<file path="config.mk">
export PLATFORM = sky130hd
export DESIGN_NAME = alu_arbiter_flat
export DESIGN_NICKNAME = d
export VERILOG_FILES = /design/src/rtl/alu_arbiter_if.sv /design/src/rtl/alu_arbiter.sv /design/src/flat_wrapper.sv
export SDC_FILE = /design/constraint.sdc
export NUM_CORES = 1
export LEC_CHECK = 0
export BUFFER_PORTS_ARGS = -buffer_cell sky130_fd_sc_hd__clkbuf_2
export CAP_MARGIN = 20
export CORE_MARGIN = 2
export CORE_UTILIZATION = 35
export CTS_BUF_LIST = sky130_fd_sc_hd__clkbuf_16
export DETAILED_ROUTE_END_ITERATION = 7
export GPL_ROUTABILITY_DRIVEN = 0
export GPL_TIMING_DRIVEN = 0
export HOLD_SLACK_MARGIN = 0.02
export PLACE_DENSITY = 0.73
export SKIP_LAST_GASP = 1
export SYNTH_ARGS = -nofsm -noshare
export SYNTH_HDL_FRONTEND = slang
export SYNTH_SLANG_ARGS = --single-unit
</file>
<file path="constraint.sdc">
create_clock -name clk -period 3.4 [get_ports clk]
set_input_delay 0.51 -clock clk [delete_from_list [all_inputs] [get_ports clk]]
set_output_delay 0.51 -clock clk [all_outputs]
set_load 0.02 [all_outputs]
</file>
<file path="src/rtl/alu_arbiter_if.sv">
// Signal bundle between the two ALU requesters, the arbiter and the shared ALU.
// The arbiter connects through the slave modport. The master modport is the
// environment side: it drives the requests and the ALU's registered result.
interface alu_arbiter_if #(
    parameter int WIDTH = 32,
    parameter int OPW   = 3
);
    // Requester 0 (execute stage)
    logic             req0;
    logic [WIDTH-1:0] a0;
    logic [WIDTH-1:0] b0;
    logic [OPW-1:0]   op0;
    // Requester 1 (address/branch helper)
    logic             req1;
    logic [WIDTH-1:0] a1;
    logic [WIDTH-1:0] b1;
    logic [OPW-1:0]   op1;
    // Completion / status back to the requesters
    logic             done0;
    logic             done1;
    logic [WIDTH-1:0] result;
    logic             zero;
    logic             err;
    logic             busy;
    // Shared ALU port
    logic [WIDTH-1:0] alu_in1;
    logic [WIDTH-1:0] alu_in2;
    logic [OPW-1:0]   alu_op;
    logic [WIDTH-1:0] alu_out;
    logic             alu_zero;

    modport slave (
        input  req0, a0, b0, op0,
        input  req1, a1, b1, op1,
        input  alu_out, alu_zero,
        output done0, done1, result, zero, err, busy,
        output alu_in1, alu_in2, alu_op
    );

    modport master (
        output req0, a0, b0, op0,
        output req1, a1, b1, op1,
        output alu_out, alu_zero,
        input  done0, done1, result, zero, err, busy,
        input  alu_in1, alu_in2, alu_op
    );
endinterface

</file>
<file path="src/rtl/alu_arbiter.sv">
// Round-robin arbiter that shares one registered ALU between two requesters.
// Each operation runs through four phases: grant and latch the ALU inputs,
// let the ALU register its result, capture the result, then pulse done.
// An illegal opcode skips the ALU and completes straight away with err set.
module alu_arbiter #(
    parameter int WIDTH = 32,
    parameter int OPW   = 3
) (
    input  logic        clk,
    input  logic        rst,
    alu_arbiter_if.slave bus
);
    // Highest opcode the ALU implements; anything above it is rejected.
    localparam logic [OPW-1:0] LAST_LEGAL_OP = OPW'(6);

    typedef enum logic [1:0] {
        S_IDLE = 2'd0,
        S_EXEC = 2'd1,
        S_WAIT = 2'd2,
        S_DONE = 2'd3
    } state_t;

    state_t           r_state;
    state_t           w_state_next;
    logic             r_gnt;
    logic             r_last_grant;
    logic [WIDTH-1:0] r_alu_in1;
    logic [WIDTH-1:0] r_alu_in2;
    logic [OPW-1:0]   r_alu_op;
    logic [WIDTH-1:0] r_result;
    logic             r_zero;
    logic             r_err;

    logic             w_any_req;
    logic             w_winner;
    logic             w_grant;
    logic             w_illegal;
    logic [WIDTH-1:0] w_sel_a;
    logic [WIDTH-1:0] w_sel_b;
    logic [OPW-1:0]   w_sel_op;

    // Round-robin pick: a lone request wins outright; on a tie the requester
    // that was not served last time wins.
    always_comb begin
        w_winner = 1'b0;
        if (bus.req0 && bus.req1) begin
            w_winner = ~r_last_grant;
        end else if (bus.req1) begin
            w_winner = 1'b1;
        end
    end

    assign w_any_req = bus.req0 | bus.req1;
    assign w_sel_a   = w_winner ? bus.a1  : bus.a0;
    assign w_sel_b   = w_winner ? bus.b1  : bus.b0;
    assign w_sel_op  = w_winner ? bus.op1 : bus.op0;
    assign w_illegal = (w_sel_op > LAST_LEGAL_OP);

    // Sequencer state register.
    always_ff @(posedge clk or posedge rst) begin
        if (rst) begin
            r_state <= S_IDLE;
        end else begin
            r_state <= w_state_next;
        end
    end

    // Next-state logic; requests are only looked at while idle.
    always_comb begin
        w_state_next = r_state;
        w_grant      = 1'b0;
        case (r_state)
            S_IDLE: begin
                if (w_any_req) begin
                    w_grant      = 1'b1;
                    w_state_next = w_illegal ? S_DONE : S_EXEC;
                end
            end
            S_EXEC:  w_state_next = S_WAIT;
            S_WAIT:  w_state_next = S_DONE;
            S_DONE:  w_state_next = S_IDLE;
            default: w_state_next = S_IDLE;
        endcase
    end

    // Grant bookkeeping, ALU input latching and result capture.
    // The ALU inputs are only reloaded for a legal grant, so an illegal
    // request leaves the previous operation on the ALU port untouched.
    always_ff @(posedge clk or posedge rst) begin
        if (rst) begin
            r_gnt        <= 1'b0;
            r_last_grant <= 1'b1;
            r_alu_in1    <= '0;
            r_alu_in2    <= '0;
            r_alu_op     <= '0;
            r_result     <= '0;
            r_zero       <= 1'b0;
            r_err        <= 1'b0;
        end else begin
            if (w_grant) begin
                r_gnt        <= w_winner;
                r_last_grant <= w_winner;
                if (w_illegal) begin
                    r_result <= '0;
                    r_zero   <= 1'b0;
                    r_err    <= 1'b1;
                end else begin
                    r_alu_in1 <= w_sel_a;
                    r_alu_in2 <= w_sel_b;
                    r_alu_op  <= w_sel_op;
                end
            end
            if (r_state == S_WAIT) begin
                r_result <= bus.alu_out;
                r_zero   <= bus.alu_zero;
                r_err    <= 1'b0;
            end
        end
    end

    assign bus.done0   = (r_state == S_DONE) && !r_gnt;
    assign bus.done1   = (r_state == S_DONE) &&  r_gnt;
    assign bus.busy    = (r_state != S_IDLE);
    assign bus.result  = r_result;
    assign bus.zero    = r_zero;
    assign bus.err     = r_err;
    assign bus.alu_in1 = r_alu_in1;
    assign bus.alu_in2 = r_alu_in2;
    assign bus.alu_op  = r_alu_op;

endmodule

</file>
<file path="src/flat_wrapper.sv">
// flat-port wrapper written by rule: the top's interface ports become plain ports
module alu_arbiter_flat 
#(
    parameter int WIDTH = 32,
    parameter int OPW   = 3
)
  (clk, rst, bus_req0, bus_a0, bus_b0, bus_op0, bus_req1, bus_a1, bus_b1, bus_op1, bus_alu_out, bus_alu_zero, bus_done0, bus_done1, bus_result, bus_zero, bus_err, bus_busy, bus_alu_in1, bus_alu_in2, bus_alu_op);
  alu_arbiter_if #(.WIDTH(WIDTH), .OPW(OPW)) bus_i ();
  input  logic clk;
  input  logic rst;
  input wire logic [$bits(bus_i.req0)-1:0] bus_req0;
  input wire logic [$bits(bus_i.a0)-1:0] bus_a0;
  input wire logic [$bits(bus_i.b0)-1:0] bus_b0;
  input wire logic [$bits(bus_i.op0)-1:0] bus_op0;
  input wire logic [$bits(bus_i.req1)-1:0] bus_req1;
  input wire logic [$bits(bus_i.a1)-1:0] bus_a1;
  input wire logic [$bits(bus_i.b1)-1:0] bus_b1;
  input wire logic [$bits(bus_i.op1)-1:0] bus_op1;
  input wire logic [$bits(bus_i.alu_out)-1:0] bus_alu_out;
  input wire logic [$bits(bus_i.alu_zero)-1:0] bus_alu_zero;
  output wire logic [$bits(bus_i.done0)-1:0] bus_done0;
  output wire logic [$bits(bus_i.done1)-1:0] bus_done1;
  output wire logic [$bits(bus_i.result)-1:0] bus_result;
  output wire logic [$bits(bus_i.zero)-1:0] bus_zero;
  output wire logic [$bits(bus_i.err)-1:0] bus_err;
  output wire logic [$bits(bus_i.busy)-1:0] bus_busy;
  output wire logic [$bits(bus_i.alu_in1)-1:0] bus_alu_in1;
  output wire logic [$bits(bus_i.alu_in2)-1:0] bus_alu_in2;
  output wire logic [$bits(bus_i.alu_op)-1:0] bus_alu_op;
  assign bus_i.req0 = bus_req0;
  assign bus_i.a0 = bus_a0;
  assign bus_i.b0 = bus_b0;
  assign bus_i.op0 = bus_op0;
  assign bus_i.req1 = bus_req1;
  assign bus_i.a1 = bus_a1;
  assign bus_i.b1 = bus_b1;
  assign bus_i.op1 = bus_op1;
  assign bus_i.alu_out = bus_alu_out;
  assign bus_i.alu_zero = bus_alu_zero;
  assign bus_done0 = bus_i.done0;
  assign bus_done1 = bus_i.done1;
  assign bus_result = bus_i.result;
  assign bus_zero = bus_i.zero;
  assign bus_err = bus_i.err;
  assign bus_busy = bus_i.busy;
  assign bus_alu_in1 = bus_i.alu_in1;
  assign bus_alu_in2 = bus_i.alu_in2;
  assign bus_alu_op = bus_i.alu_op;
  alu_arbiter #(.WIDTH(WIDTH), .OPW(OPW)) u_core (.clk(clk), .rst(rst), .bus(bus_i));
endmodule
</file>
* Word-level counts from Yosys, hierarchy flattened *
Cells that the tools add are included.

operators by class
  $lt $le $gt $ge = 1
  equality and inequality tests = 4
  muxes and demuxes = 19
  bitwise operators = 3
  reduce and logical (&&, ||, !) cells = 10

operators with widths
  operator            number
  $mux 32             5
  $mux 1              10
  $pmux 2 s4          1
  $reduce_bool 2->1   3
  $eq 2x2->1 const B  2
  $mux 2              2
  $reduce_and 2->1    2
  $gt 3x3->1 const B  1
  $logic_and 1x1->1   3
  $mux 3              1
  $eq 2x1->1 const B  1
  $logic_not 2->1     1
  $ne 2x1->1 const B  1
  $not 1->1           2
  $logic_not 1->1     1
  $or 1x1->1          1

storage, ports and cells
  register bits = 105
  bits of input ports = 171
  output and inout bits = 104
  logic and storage cells = 46

* Depth between registers and ports, before layout *
  depth after elaboration = 7
  mapped depth = 7
  mapped depth without buffers = 6

* Worst setup path before layout *
OpenSTA, ideal clock, no wires.

  path type = register to register
  from = register u_core.r_state[0]
  to = register u_core.r_result[0] (netlist: u_core.bus.result[0])
  setup time = 0.121 ns
  data arrival time = 1.598 ns
  data required time = 3.279 ns
  slack = 1.681 ns
  stages on the path, launching flop included = 8
  path buffers = 2
  clock period less this slack = 1.719 ns
  path through = dfrtp_1 -> inv_1 -> ha_1 -> o21ai_1 -> clkbuf_1 -> nor3b_2 -> buf_2 -> nor2_1

between the ends
  cells in the longest elaborated chain, start to end = 4
  elaborated cells between the ends (all ways) = 7
  those cells by class = eq/ne: 1; mux: 2; reduce/logical: 4

RTL lines
  item                                RTL line            source
  start, declared                     alu_arbiter.sv:23   state_t r_state;
  start signal, assigned              alu_arbiter.sv:64   r_state <= w_state_next;
  $logic_not 2->1                     alu_arbiter.sv:72   case (r_state)
  $mux 1                              alu_arbiter.sv:72
  $reduce_bool 2->1 (no source line)  n/a
  $reduce_and 2->1 (no source line)   n/a
  end signal, assigned                alu_arbiter.sv:114  r_result <= bus.alu_out;
  end, declared                       alu_arbiter.sv:30   logic [WIDTH-1:0] r_result;

Parallel ways exist; a longest one is shown, timed or not.
A chain may end at the register's enable or synchronous reset.

* Worst setup path after layout *
  from = register u_core.r_state[0]
  to = register u_core.r_result[6] (netlist: u_core.bus.result[6])

Same word-level chain as after synthesis.

==> summary.md <==
| Metric | Value |
|---|---|
| Status | `completed` |
| Iter 0 DRT Violations | `210` |
| Post-CTS setup repair buffer count | `0` |
| Tot GR Track Use | `a little under a fifth` |
| Post-synthesis simple-gate area fraction | `4.22%` |
| Design Area, Final | `6710 um2` |
| Fill count | `between 1000 and 1500` |
| Worst slew pin tran | `about 0.69 ns` |
| Number of global-route vias before repair | `4231` |
| Number of enable flip-flop cells after synthesis | `0` |
| DR vias/cell | `4.82` |
| Num Clock Sinks | `between 100 and 150` |
| Xor/xnor share of the synthesized area | `0%` |
| Share of cells above drive strength 1 | `42.5%` |
| CP required | `3.62 ns` |
| Synth Area in Adders | `~1.0%` |
| Min-delay worst type | `in2async` |
| Maximum vdd drop | `372 uV` |
| P&R area growth vs syn | `40.5%` |
| Final WS setup | `1.15 ns` |
| Number of synthesized register bits | `105` |
| Fin nets | `900` |
| Clk root buf | `clkbuf_16` |
| Top-Level Pins | `about 280` |
| Final Setup Violations | `0` |
| TritonCTS clock tree | `done` |
| Leakage power | `3.48 nW` |
| R2R Path End | `u_core.bus.result[6]` |
| Routed len/inst | `~15 um` |
| Num rows | `42` |
| Psw | `about 2.6 mW` |
| Worst R2R Setup Slack | `1.15 ns` |
| Initial Utilization | `35.9%` |
| CP cell instances | `inv_1 -> ha_1 -> o21ai_1 -> clkbuf_1 -> nor3b_2 -> buf_2 -> nor2_1` |
| Clock-pin slew on the worst setup and hold paths | `about 0.070 ns` |
| CTS hold repair buffers | `0` |
| TNS Setup | `0 ns` |
| Global route total overflow | `0` |
| Crit end category | `flip-flop` |
| Seq pwr share | `a little over a third` |
| Pwr Total | `6.18 mW` |
| First-pass GRT wire length | `21200 um` |
| Max incr delay on CP | `0.47 ns` |
| Setup Skew | `0.00831 ns` |
| Most frequent cells in the layout | `clkbuf_2, dfrtp_1, o21ai_0` |
| Clk Latency, worst-skew pair | `0.34 ns` |
| Commonest non-fill, non-tap cell in the layout | `clkbuf_2` |
| Slew Limit Headroom | `54.1%` |
| Post-Syn Nets | `614` |
| Clk pwr share | `17.7%` |
| Post-synth ARST share | `100%` |
| CTS resizes | `0` |
| Period utilisation layout | `66.1%` |
| Placed instance area | `6390 um2` |
| Largest family of logic cells by synthesized area | `multiplexers` |
| Final Hold Viols | `0` |
| Pint | `3.53 mW` |
| Combinational Power Share | `47.3%` |
| Pre-CTS WS | `between 1 and 1.5 ns` |
| Worst path slowest cell | `nor3b_2` |
| Cell family with most CP delay | `buffers and inverters` |
| Fin. max-slew vios | `0` |
| Sequential area share after synthesis | `55.1%` |
| Max Clk Rate | `~450 MHz` |
| Die Y | `121 um` |
| Routed WL | `13400 um` |
| DRC Markers | `0` |
| Ant. Diodes | `0` |
| Core Area | `13300 um2` |
| Drt pass-1 iters | `4` |
| CTS Buf Count | `9` |
| Post-Syn Instances | `439` |
| Crit path from | `u_core.r_state[0]` |
| Startpoint types | `flip-flop` |
| Post-DP HPWL | `10400 um` |
| Worst reg2reg path depth | `7` |
| Critical path class | `reg2reg` |
| PwrDens | `922 nW/um2` |
| Count of input and output buffers | `274` |
| Yosys cell types | `24` |
| Mapped Area | `approximately 4800 um2` |
| Max Cap Violations | `0` |
| Die footprint | `14600 um2` |
| Minimum clock period | `2.25 ns` |
| Antenna violations before repair | `0` |
| Antenna violation net count after detailed routing | `0` |
| CP endpoint | `u_core.bus.result[6]` |
| H-tree levels | `3` |
| CTS max path bufs | `2` |
| Crit-path max FO | `10` |
| Synth warn | `0` |
| RSZ-0062 raised after global routing | `false` |
| Largest net degree at the start of global routing | `61` |
| Die Wd | `~120 um` |
| Synth Area in Compound Gates | `about 15%` |
| Mux cell area share after synthesis | `20.8%` |
| Via count | `4366` |
| CP bufs+invs | `3` |
| Worst path depth | `7` |
| Switching share of total power | `42.8%` |
| Dominant synthesized flop cell | `dfrtp_1` |
| WP data arrival | `2.47 ns` |
| Crit Reg-Reg Startpoint | `u_core.r_state[0]` |
| Syn Area/Cell | `10.9 um2` |
-- cells by family after synthesis --
family / after synthesis
muxes: 99
AOI/OAI and AO/OA: 141
buffers and inverters: 43
adders and majority gates: 4
DFF: 105
and+or+nand+nor: 47
-- power groups by stage --
stage | sequential (mW) | clock (mW) | combinational (mW)
floorplan | 2.88 | 0 | 1.16
global placement | 2.17 | 0 | 2.91
detailed placement | 2.18 | 0 | 2.98
CTS | 2.17 | 1.12 | 2.97
global route | 2.24 | 1.18 | 3.22
finish | 2.17 | 1.09 | 2.92
-- worst reg2reg max path: stages (launching register included) --
cell      delay, ns
dfrtp_1        0.38
inv_1          0.14
ha_1           0.28
o21ai_1        0.15
clkbuf_1       0.33
nor3b_2        0.47
buf_2          0.30
nor2_1         0.07
-- synthesized netlist by cell type, types with 2 or more instances --
cell type / number / share of area [%]
inv_1: 8 / 0.63
o22ai_1: 3 / 0.39
o21ai_0: 102 / 11
nor3_1: 2 / 0.21
buf_2: 16 / 1.7
nand2_1: 4 / 0.31
ha_1: 4 / 1.0
clkbuf_1: 16 / 1.3
dfrtp_1: 104 / 55
nand3_1: 3 / 0.31
o21ai_1: 28 / 2.9
a21oi_1: 5 / 0.52
nor2_1: 33 / 2.6
mux2i_1: 99 / 21
buf_1: 3 / 0.24
-- state kept, by name, indices dropped and copies added, names as in the netlist --
name / count
u_core.bus.alu_in1: 32
u_core.r_last_grant: 1
u_core.bus.zero: 1
u_core.bus.err: 1
u_core.bus.alu_op: 3
u_core.bus.alu_in2: 32
u_core.bus.result: 32
u_core.r_state: 2
u_core.r_gnt: 1
-- metal layers --
layer | wire length (um) | track usage, % | part of all wire (%) | vias up
li1 | - | - | - | 2117
met1 | 5570 | 23.5 | 42 | 2060
met2 | 6770 | 32.3 | 50 | 177
met3 | 912 | 3.82 | 6.8 | 12
met4 | 164 | 5.52 | 1.2 | 0
met5 | 0 | 0 | 0 | -
-- metrics by stage --
stage / std cells / hold slack, ns / util [%]
CTS: 906 / 0.242 / 50.4
global placement: 889 / 0.463 / 47.9
detailed placement: 890 / 0.487 / 48.1
global route: 906 / 0.265 / 50.4
floorplan: 439 / 0.462 / -
finish: 906 / 0.226 / 50.4
-- final cells by class --
type	count	area, um2	area share, %
timing repair buffer	275	1400	20.9
buffer	35	151	2.26
sequential	105	2630	39.2
clock inverter	7	86.3	1.29
inverter	8	32.5	0.485
multi-input combinational	291	1960	29.3
tap	176	220	3.28
clock buffer	9	225	3.36
-- worst min-delay path by stage --
stage / end / slack [ns] / depth (start not counted)
2_1_floorplan: u_core.r_gnt / 0.46 / 2
3_3_place_gp: u_core.bus.err / 0.46 / 1
3_5_place_dp: u_core.bus.err / 0.49 / 1
4_1_cts: u_core.bus.result[1] / 0.24 / 2
5_1_grt: u_core.bus.result[1] / 0.26 / 2
6_report: u_core.bus.result[1] / 0.23 / 2
Power figures use the tool's default switching activity.
